`config.mk`:
```
export PLATFORM = sky130hd
export DESIGN_NAME = seq_detector_prog
export DESIGN_NICKNAME = d
export VERILOG_FILES = /design/src/rtl/seq_det_pkg.sv /design/src/rtl/seq_det_cmp.sv /design/src/rtl/seq_detector_prog.sv
export SDC_FILE = /design/constraint.sdc
export NUM_CORES = 1
export LEC_CHECK = 0
export BUFFER_PORTS_ARGS = -buffer_cell sky130_fd_sc_hd__buf_2
export CORE_ASPECT_RATIO = 0.6
export CORE_MARGIN = 5
export CORE_UTILIZATION = 55
export DETAILED_ROUTE_END_ITERATION = 10
export PLACE_DENSITY = 0.89
export SYNTH_ARGS = -nofsm -noshare
export SYNTH_HDL_FRONTEND = slang
export SYNTH_SLANG_ARGS = --single-unit
```
`constraint.sdc`:
```
create_clock -name clk -period 3.1 [get_ports clk]
set_clock_uncertainty 0.2 [all_clocks]
set_input_delay 0.62 -clock clk [delete_from_list [all_inputs] [get_ports clk]]
set_output_delay 0.62 -clock clk [all_outputs]
set_load 0.01 [all_outputs]
```
`src/rtl/seq_det_pkg.sv`:
```
// Shared constants and types for the programmable serial pattern detector.
// Reset configuration reproduces the legacy fixed 101101 overlapping detector.
package seq_det_pkg;

  localparam int MAX_LEN_DEF = 8;
  localparam int LEN_W       = $clog2(MAX_LEN_DEF + 1);

  typedef logic [LEN_W-1:0] len_t;

  localparam logic [MAX_LEN_DEF-1:0] DEF_PATTERN_C = 8'b0010_1101;
  localparam int                     DEF_LEN_C     = 6;
  localparam logic                   DEF_OVERLAP_C = 1'b1;

  // A zero-length pattern, or one longer than the history, can never be matched.
  function automatic logic len_bad(input int len, input int max_len);
    return (len == 0) || (len > max_len);
  endfunction

endpackage

```
`src/rtl/seq_det_cmp.sv`:
```
// Masked comparator: candidate equals pattern over the low len bits.
module seq_det_cmp #(
  parameter int MAX_LEN = 8,
  parameter int LW      = 4
) (
  input  logic [MAX_LEN-1:0] cand,
  input  logic [MAX_LEN-1:0] pattern,
  input  logic [LW-1:0]      len,
  output logic               eq
);

  logic [MAX_LEN-1:0] mask;

  always_comb begin
    mask = '0;
    for (int i = 0; i < MAX_LEN; i++) begin
      mask[i] = (LW'(i) < len);
    end
  end

  assign eq = (((cand ^ pattern) & mask) == '0);

endmodule

```
`src/rtl/seq_detector_prog.sv`:
```
// Runtime-programmable serial pattern detector with a zero-latency Mealy match pulse,
// saturating match counter and config-error flag.
module seq_detector_prog
  import seq_det_pkg::*;
#(
  parameter int                 MAX_LEN     = 8,
  parameter int                 CNT_W       = 8,
  parameter logic [MAX_LEN-1:0] DEF_PATTERN = DEF_PATTERN_C,
  parameter int                 DEF_LEN     = DEF_LEN_C,
  parameter logic               DEF_OVERLAP = DEF_OVERLAP_C
) (
  input  logic                             clk,
  input  logic                             rst_n,
  input  logic                             en,
  input  logic                             ip,
  input  logic                             cfg_we,
  input  logic [MAX_LEN-1:0]               cfg_pattern,
  input  logic [$clog2(MAX_LEN+1)-1:0]     cfg_len,
  input  logic                             cfg_overlap,
  input  logic                             cnt_clr,
  output logic                             op,
  output logic [CNT_W-1:0]                 match_cnt,
  output logic                             cfg_err
);

  localparam int               LW      = $clog2(MAX_LEN + 1);
  localparam logic [CNT_W-1:0] CNT_MAX = '1;

  // The oldest of MAX_LEN history bits is never part of a candidate, so it is not stored.
  logic [MAX_LEN-2:0] hist;
  logic [LW-1:0]      fill;
  logic [MAX_LEN-1:0] pat_q;
  logic [LW-1:0]      len_q;
  logic               ovl_q;

  logic [MAX_LEN-1:0] cand;
  logic [LW:0]        fill_p1;
  logic               fill_ok;
  logic               eq;
  logic               match;

  assign cand    = {hist, ip};
  assign fill_p1 = {1'b0, fill} + (LW+1)'(1);
  assign fill_ok = (fill_p1 >= {1'b0, len_q});

  seq_det_cmp #(
    .MAX_LEN (MAX_LEN),
    .LW      (LW)
  ) u_cmp (
    .cand    (cand),
    .pattern (pat_q),
    .len     (len_q),
    .eq      (eq)
  );

  // rst_n gates the pulse so a short default pattern cannot fire while held in reset.
  assign match = rst_n & en & ~cfg_we & ~cfg_err & fill_ok & eq;
  assign op    = match;

  always_ff @(posedge clk or negedge rst_n) begin
    if (!rst_n) begin
      hist    <= '0;
      fill    <= '0;
      pat_q   <= DEF_PATTERN;
      len_q   <= LW'(DEF_LEN);
      ovl_q   <= DEF_OVERLAP;
      cfg_err <= 1'b0;
    end else if (cfg_we) begin
      hist    <= '0;
      fill    <= '0;
      pat_q   <= cfg_pattern;
      len_q   <= cfg_len;
      ovl_q   <= cfg_overlap;
      cfg_err <= len_bad(int'(cfg_len), MAX_LEN);
    end else if (en) begin
      if (match && !ovl_q) begin
        hist <= '0;
        fill <= '0;
      end else begin
        hist <= cand[MAX_LEN-2:0];
        if (fill != LW'(MAX_LEN)) begin
          fill <= fill + LW'(1);
        end
      end
    end
  end

  always_ff @(posedge clk or negedge rst_n) begin
    if (!rst_n) begin
      match_cnt <= '0;
    end else if (cnt_clr) begin
      match_cnt <= '0;
    end else if (match && (match_cnt != CNT_MAX)) begin
      match_cnt <= match_cnt + CNT_W'(1);
    end
  end

endmodule

```
# After elaboration in Yosys (flattened, before gate mapping)
# Index checks and enable logic that the tools add are counted.
[classes]
add_sub_neg = 3
n_lt_le_gt_ge = 10
eq_ne = 2
n_mux = 9
bitwise = 9
n_reduce_logical = 10
[ops]
columns = ["op", "count"]
rows = [
  ["two-way mux 7 bit", 3],
  ["less-than comparator 3 x 4 -> 1 bit (first input constant)", 4],
  ["two-way mux 4 bit", 4],
  ["two-way mux 8 bit", 2],
  ["adder 8 x 1 -> 8 bit (second input constant)", 1],
  ["bitwise AND 8 bit", 1],
  ["zero test 8 bit", 1],
  ["less-than comparator 1 x 4 -> 1 bit (first input constant)", 2],
  ["less-than comparator 2 x 4 -> 1 bit (first input constant)", 2],
  ["!= test 8 bit (second input constant)", 1],
  ["bitwise XOR 8 bit", 1],
  ["adder 4 x 1 -> 5 bit (second input constant)", 1],
  ["bitwise AND 1 bit", 5],
  [">= comparator 5 x 4 -> 1 bit", 1],
  ["adder 4 x 1 -> 4 bit (second input constant)", 1],
  ["> comparator 4 bit (second input constant)", 1],
  ["zero test 4 bit", 1],
  ["!= test 4 bit (second input constant)", 1],
  ["nonzero test 2 bit", 2],
  ["nonzero test 3 bit", 1],
  ["logical AND 1 bit", 2],
  ["inverter 1 bit", 2],
  ["AND reduction 2 bit", 1],
  ["zero test 1 bit", 1],
  ["logical OR 1 bit", 1],
]
[totals]
register_bits = 33
output_inout_bits = 10
elab_cells = 50

# Longest topological paths before layout
# Gate-level depths: netlist of run 1.
[logic_depth]
word_depth = 9
depth_mapped = 9
ltp_nobuf = 8

# Hierarchy
# A second synthesis of run 1 with hierarchy kept.
[unflattened]
cells_unflattened = 165
area_unflattened_um2 = 1804.2
[modules_own_cells]
columns = ["mod", "n_inst", "cells_per_inst", "area_per_inst_um2", "seq_area_each_um2"]
rows = [
  ["seq_detector_prog", 1, 141, 1639.1, 834.6],
  ["seq_det_cmp", 1, 24, 165.2, 0.0],
]

# Worst setup path before layout of run 1
# OpenSTA, ideal clock, no wires.
[synth_path]
path_kind = "register to output"
from = "register fill[0]"
to = "output port op"
t_arrival_ns = 1.691
t_required_ns = 2.280
path_slack_ns = 0.589
path_stages_with_launch = 7
path_buffers = 0
path_cell_list = "dfrtp_1 inv_1 ha_1 ha_1 a211oi_1 o21ai_4 and3_1"
[synth_via]
elab_chain_len = 4
[synth_lines]
columns = ["item", "line", "text"]
rows = [
  ["start: declaration", "seq_detector_prog.sv:31", "logic [LW-1:0] fill;"],
  ["start signal: assignment", "seq_detector_prog.sv:82", "fill <= fill + LW'(1);"],
  ["adder 4 x 1 -> 5 bit", "seq_detector_prog.sv:43", "assign fill_p1 = {1'b0, fill} + (LW+1)'(1);"],
  [">= comparator 5 x 4 -> 1 bit", "seq_detector_prog.sv:44", "assign fill_ok = (fill_p1 >= {1'b0, len_q});"],
  ["bitwise AND 1 bit (2 in a row)", "seq_detector_prog.sv:57", "assign match = rst_n & en & ~cfg_we & ~cfg_err & fill_ok & eq;"],
  ["end: declaration", "seq_detector_prog.sv:21", "output logic op,"],
]
# Every way passes these cells.

# Worst setup path in the final report of run 1
# Same ends and word-level chain as after synthesis.

==> out/results.ini, run 1 <==
[run]
cap_violations=0

[floorplanning]
die_area_mm2=0.00442
die_w_um=82.6
initial_core_util_pct=59.0
die_y_um=53.5
row_count=15
io_pins=29
core-area_mm2=0.00295

[synth]
syn-cell-area_mm2=0.00174
synth_fp_nets=185
synthMuxAreaShare_pct=7.63
synth_fa_ha_area_share_pct=5.04
synth_edf_count=0
synth_compound_area_share_pct=15.3
synth_warnings=0
synth-xor-area-share_pct=6.55
synthSimpleGateAreaFrac_pct=14.8
synth_top_family_by_area=compound AO/OA/AOI/OAI gates
ys.flop_type=dfrtp_1
synth_cells=159
ys_types=37
async_flop_share_pct=100
ys_ff_latch=33
syn-mean-instance-area_um2=10.9
yosysSeqAreaShare_pct=48.0

[timing]
worst_pin_slew_ns=0.699
timing.setup.tns_ns=0
slew_headroom_pct=53.3
rsz0062_at_grt=false
fin_crit_ns=2.98
hold_viol_final=0
max_freq_mhz=335
fin_crit_sh_pct=96.2
finalSetupViolations=0
drv_slew=0

[critical_path]
setup.worst_path.end_class=primary output
cp_top_family=adder cells
cp-startpoint=fill[0]$_DFFE_PN0P_
crit_top_cell=ha_1
timing.critical_path.buf_inv=1
slowest_delay_ns=0.45
critPathArrivalTime_ns=2.16
r2r-start=fill[0]$_DFFE_PN0P_
cp.required_ns=2.28
crit_path_cell_trace=ha_1 -> xor2_1 -> ha_1 -> a211oi_2 -> o21ai_4 -> and3_1 -> buf_2
cp_slowest_cell=dfrtp_2
start_kind=flop
crit_fanout=7
critPathKind=reg -> out

[power]
p_comb_share_pct=13.9
pwr_density_cell_mw_per_mm2=456
p_clk_share_pct=33.4
switchingPower_uw=244
p_int_uw=675
switching_share_pct=26.6
p_leak_nw=0.932
seqPwrFrac_pct=52.8
vdd_ir_drop_max_mv=0.395

[final_layout]
instances_no_fill=234
nets=217
area_growth_pct=16.0
multiInputGateArea_um2=863
insertedDiodeCount=0
fillers=237
register_area_um2=836
final_area_mm2=0.00202
final_layout_size_suffix_gt1_share_pct=31.3
final_cell_mix=buf_2, dfrtp_1, o21ai_0, mux2_2
layout_commonest_cell=buf_2

[clock_network]
htreeDepth=2
cts_made_buffers=5
clk_pin_slew_ns=0.07
cts-root-buf=clkbuf_8
cts_sinks=33
cts_tree=built
cts.path.max_buffers=2
clkLatencyLatePin_ns=0.28
postCtsHoldBufs=0

[grt]
grtUsageTotal_pct=21.4
grt_first_pass_wirelength_um=6810
overflow=0
grt_pass1_vias=1424
met1_usage_pct=27.7
grt_busiest_layer=met2
grt_max_degree=34
grt_use_met2_pct=33.5
antenna_found_initial=0
met3_usage_pct=6.02

[placement]
dp_cells=226
gp_congestion=0.783
hpwl_um=3070
placed_cell_area_mm2=0.00193
port_buffers=28

[status]
outcome=finished, final reports clean

[routing]
wl_per_cell_um=17.5
detail-route-antenna-nets=0
wl_um=4090
dr.pass1.iters=4
vias_per_cell=5.84
vias=1367
drc=0
initialDrtViolationCount=103

[worst_hold_path]
hold_path_class=in -> async

-- registers in the layout, summed over array words and instances (netlist names) --
signal,count
match_cnt,8
pat_q,8
hist,7
fill,4
len_q,4
cfg_err,1
ovl_q,1
-- cells in the mapped netlist (2+ instances only) --
cell / count / area share (%)
nor2_1: 6 / 1.3
o21ai_1: 2 / 0.58
nor3_1: 2 / 0.58
clkbuf_1: 3 / 0.65
a21oi_1: 8 / 2.3
dfrtp_1: 26 / 37
a31oi_1: 4 / 1.4
xnor2_1: 5 / 2.5
and3_1: 2 / 0.72
o21ai_0: 11 / 3.2
nand2_1: 7 / 1.5
dfstp_2: 7 / 11
mux2_2: 10 / 6.5
ha_1: 7 / 5.0
mux2i_1: 2 / 1.2
xor2_1: 8 / 4.0
or3_1: 7 / 2.5
nand3_1: 4 / 1.2
nand4_1: 3 / 1.1
buf_1: 2 / 0.43
nor4_1: 2 / 0.72
nand2b_1: 2 / 0.72
inv_1: 7 / 1.5
a22o_1: 8 / 4.0
o31ai_1: 2 / 0.86
-- layout make-up --
| cell class | instances | area share [%] |
|---|---|---|
| well taps | 42 | 2.61 |
| clock inverters | 2 | 0.497 |
| inverters | 7 | 1.30 |
| clock buffers | 6 | 3.60 |
| repair buffers | 30 | 7.70 |
| flip-flops and latches | 33 | 41.5 |
| multi-input cells | 114 | 42.8 |
-- per-stage QoR --
step | total power [mW] | utilization [%] | worst slack, ns | hold WS, ns
detailed placement | 0.614 | 65.4 | 0.280 | 0.320
CTS | 0.922 | 68.2 | 0.00112 | 0.179
global placement | 0.603 | 65.4 | 0.442 | 0.312
finish | 0.919 | 68.4 | 0.117 | 0.169
floorplan | 0.565 | - | 0.589 | 0.124
global route | 0.967 | 68.4 | 0.0154 | 0.206
-- power by group through the flow --
stage                     clock, mW  sequential [mW]  combinational [mW]
after floorplan                   0            0.484              0.0812
after global placement            0            0.489               0.114
after detailed placement          0            0.492               0.122
after CTS                     0.314            0.484               0.123
after global routing          0.337            0.488               0.142
final                         0.307            0.485               0.127
-- worst paths after layout --
check / cells after the start / to / slack, ns
max in group asynchronous: 2 / len_q[1]$_DFFE_PN1P_ / 2.20
min: 2 / pat_q[1]$_DFFE_PN0P_ / 0.17
max reg2reg: 8 / hist[6]$_DFFE_PN0P_ / 0.34
max: 7 / op / 0.12
min in group clk: 1 / pat_q[1]$_DFFE_PN0P_ / 0.33
min reg2reg: 1 / pat_q[1]$_DFFE_PN0P_ / 0.33
-- cell families after synthesis --
kind of cell	Yosys count
AOI/OAI and AO/OA	40
xor gates and xnor gates	13
adders and majority gates	7
buffers and inverters	12
DFF	33
muxes	12
and+or+nand+nor	42
-- worst reg2reg max path, cell delays in order (launching register included) --
cell and delay, ns:
dfrtp_2 0.45, ha_1 0.26, xor2_1 0.17, ha_1 0.24, a211oi_2 0.31, o21ai_4 0.12
and4b_1 0.29, nor3b_2 0.44, a22o_1 0.21
-- timing repair --
item | CTS | global route
setup endpoints to repair | 0 | 1
endpoints found under the hold margin | 0 | 0
resized for setup | 0 | 3
buffers inserted | 0 | 0
-- per-layer routing --
layer  routed length (um)  up-vias  share of wire, %
li1                     -      647                 -
met1                 1740      661                43
met2                 1980       50                49
met3                  292        9               7.1
met4                   65        0               1.6
met5                    0        -                 0
Power figures use the tool's default switching activity.
==> run 2, diff against run 1 <==
PLACE_DENSITY = default   (was 0.89)
PLACE_DENSITY_LB_ADDON = 0.08   (was default)
==> run 2 against run 1 <==
Final area increased by 0.87%. Worst setup slack gained 0.018 ns. Global-route usage fell by 1.4 points. Clock power rose by 13%. Sequential cell count stayed put. Register-to-register slack improved by 0.05 ns. Largest cell class unchanged.
==> out/results.ini, run 2 (synthesis gave the netlist of run 1 again) <==
[clock_network]
clk_pin_slew_ns=0.06
cts-root-buf=clkbuf_8
postCtsHoldBufs=0
cts_resized=0
cts.path.max_buffers=2
cts_tree=built
cts_made_buffers=5
clkLatencyLatePin_ns=0.28
cts_sinks=33
post_cts_buffers=0
htreeDepth=2

[critical_path]
cp-startpoint=fill[0]$_DFFE_PN0P_
crit_end=op
crit_top_cell=ha_1
setup.worst_path.end_class=primary output
start_kind=flop
slowest_delay_ns=0.44
reg2reg_depth=8
critPathKind=reg -> out
critPathArrivalTime_ns=2.15
cp_slowest_cell=dfrtp_1
rrSetupSlack_ns=0.39
r2r-start=fill[0]$_DFFE_PN0P_
cp.required_ns=2.28
crit_path_cell_trace=ha_1 -> xor2_1 -> ha_1 -> o21ai_0 -> o21ai_4 -> and3_1 -> buf_2
rr_endpoint=hist[3]$_DFFE_PN0P_
crit_fanout=7

[floorplanning]
die_w_um=82.6
initial_core_util_pct=59.0
core-area_mm2=0.00295
row_count=15
die_area_mm2=0.00442
io_pins=29
die_y_um=53.5

[timing]
fin_crit_ns=2.97
max_freq_mhz=337
slew_headroom_pct=60.0
fin_crit_sh_pct=95.7
timing.setup.tns_ns=0
rsz0062_at_grt=false
drv_slew=0
finalSetupViolations=0
hold_viol_final=0
worst_pin_slew_ns=0.597

[grt]
grt_max_degree=34
grt_first_pass_wirelength_um=6440
overflow=0
grtUsageTotal_pct=20.0
grt_pass1_vias=1339
antenna_found_initial=0

[power]
p_comb_share_pct=12.8
seqPwrFrac_pct=50.8
p_clk_share_pct=36.4
total_power_uw=954
vdd_ir_drop_max_mv=0.347
p_int_uw=719
switching_share_pct=24.7
p_leak_nw=0.943
switchingPower_uw=236
pwr_density_cell_mw_per_mm2=469

[routing]
detail-route-antenna-nets=0
wl_um=3800
drc=0
vias_per_cell=5.77
initialDrtViolationCount=112
dr.pass1.iters=4
vias=1351
wl_per_cell_um=16.2

[placement]
hpwl_um=2930
port_buffers=28
gp_congestion=0.803

[final_layout]
multiInputGateArea_um2=863
insertedDiodeCount=0
area_growth_pct=17.0
layout_commonest_cell=buf_2
top_regs=match_cnt: 8 flops, pat_q: 8 flops, hist: 7 flops
final_layout_size_suffix_gt1_share_pct=31.3
final_core_util_pct=69.0
final_cell_mix=buf_2, dfrtp_1, o21ai_0
fillers=239
nets=217
register_area_um2=835

[status]
outcome=finished, final reports clean

[run]
cap_violations=0

[worst_hold_path]
hold_path_class=in -> async

-- run 2: worst max-delay path, delay by kind of cell (launching register included) --
family          cells  cell delay, ns
simple gates        1            0.18
flops               1            0.44
buf+inv             1            0.14
xor+xnor            1            0.16
fa+ha+maj           2            0.54
compound gates      2            0.41
-- run 2: area by class of cell --
class | instances | share of cell area (%)
Inverter | 7 | 1.29
Tap cell | 42 | 2.58
Multi-Input combinational cell | 114 | 42.5
Clock inverter | 1 | 0.246
Timing Repair Buffer | 30 | 7.63
Sequential cell | 33 | 41.0
Clock buffer | 7 | 4.74
-- run 2: how the worst min path moves through the flow --
stage | slack, ns | endpoint | start
final | 0.17 | cfg_err$_DFFE_PN0P_ | rst_n
after global routing | 0.21 | pat_q[1]$_DFFE_PN0P_ | rst_n
after CTS | 0.19 | cfg_err$_DFFE_PN0P_ | rst_n
after detailed placement | 0.32 | hist[6]$_DFFE_PN0P_ | hist[6]$_DFFE_PN0P_
after global placement | 0.31 | pat_q[7]$_DFFE_PN0P_ | pat_q[7]$_DFFE_PN0P_
after floorplan | 0.12 | cfg_err$_DFFE_PN0P_ | rst_n
-- run 2: layer usage --
layer  wire length, um  GRT usage (%)  vias up
li1                  -              -      650
met1              1900           29.3      660
met2              1620           27.5       39
met3               257           7.19        2
met4                10           5.98        0
met5                 0              0        -
-- run 2: stage by stage --
step / std cells / area (um2) / setup slack, ns / hold WS [ns]
2_1_floorplan: 159 / 1740 / 0.589 / 0.124
3_3_place_gp: 226 / 1930 / 0.435 / 0.313
3_5_place_dp: 226 / 1930 / 0.366 / 0.317
4_1_cts: 234 / 2030 / 0.0871 / 0.188
5_1_grt: 234 / 2030 / 0.0234 / 0.212
6_report: 234 / 2030 / 0.135 / 0.170
-- run 2: power by group through the flow --
stage / registers, mW / logic [mW] / clock network [mW]
after floorplan: 0.484 / 0.0812 / 0
final: 0.485 / 0.123 / 0.347
after global routing: 0.487 / 0.139 / 0.376
after global placement: 0.490 / 0.114 / 0
after detailed placement: 0.491 / 0.121 / 0
after CTS: 0.484 / 0.122 / 0.351
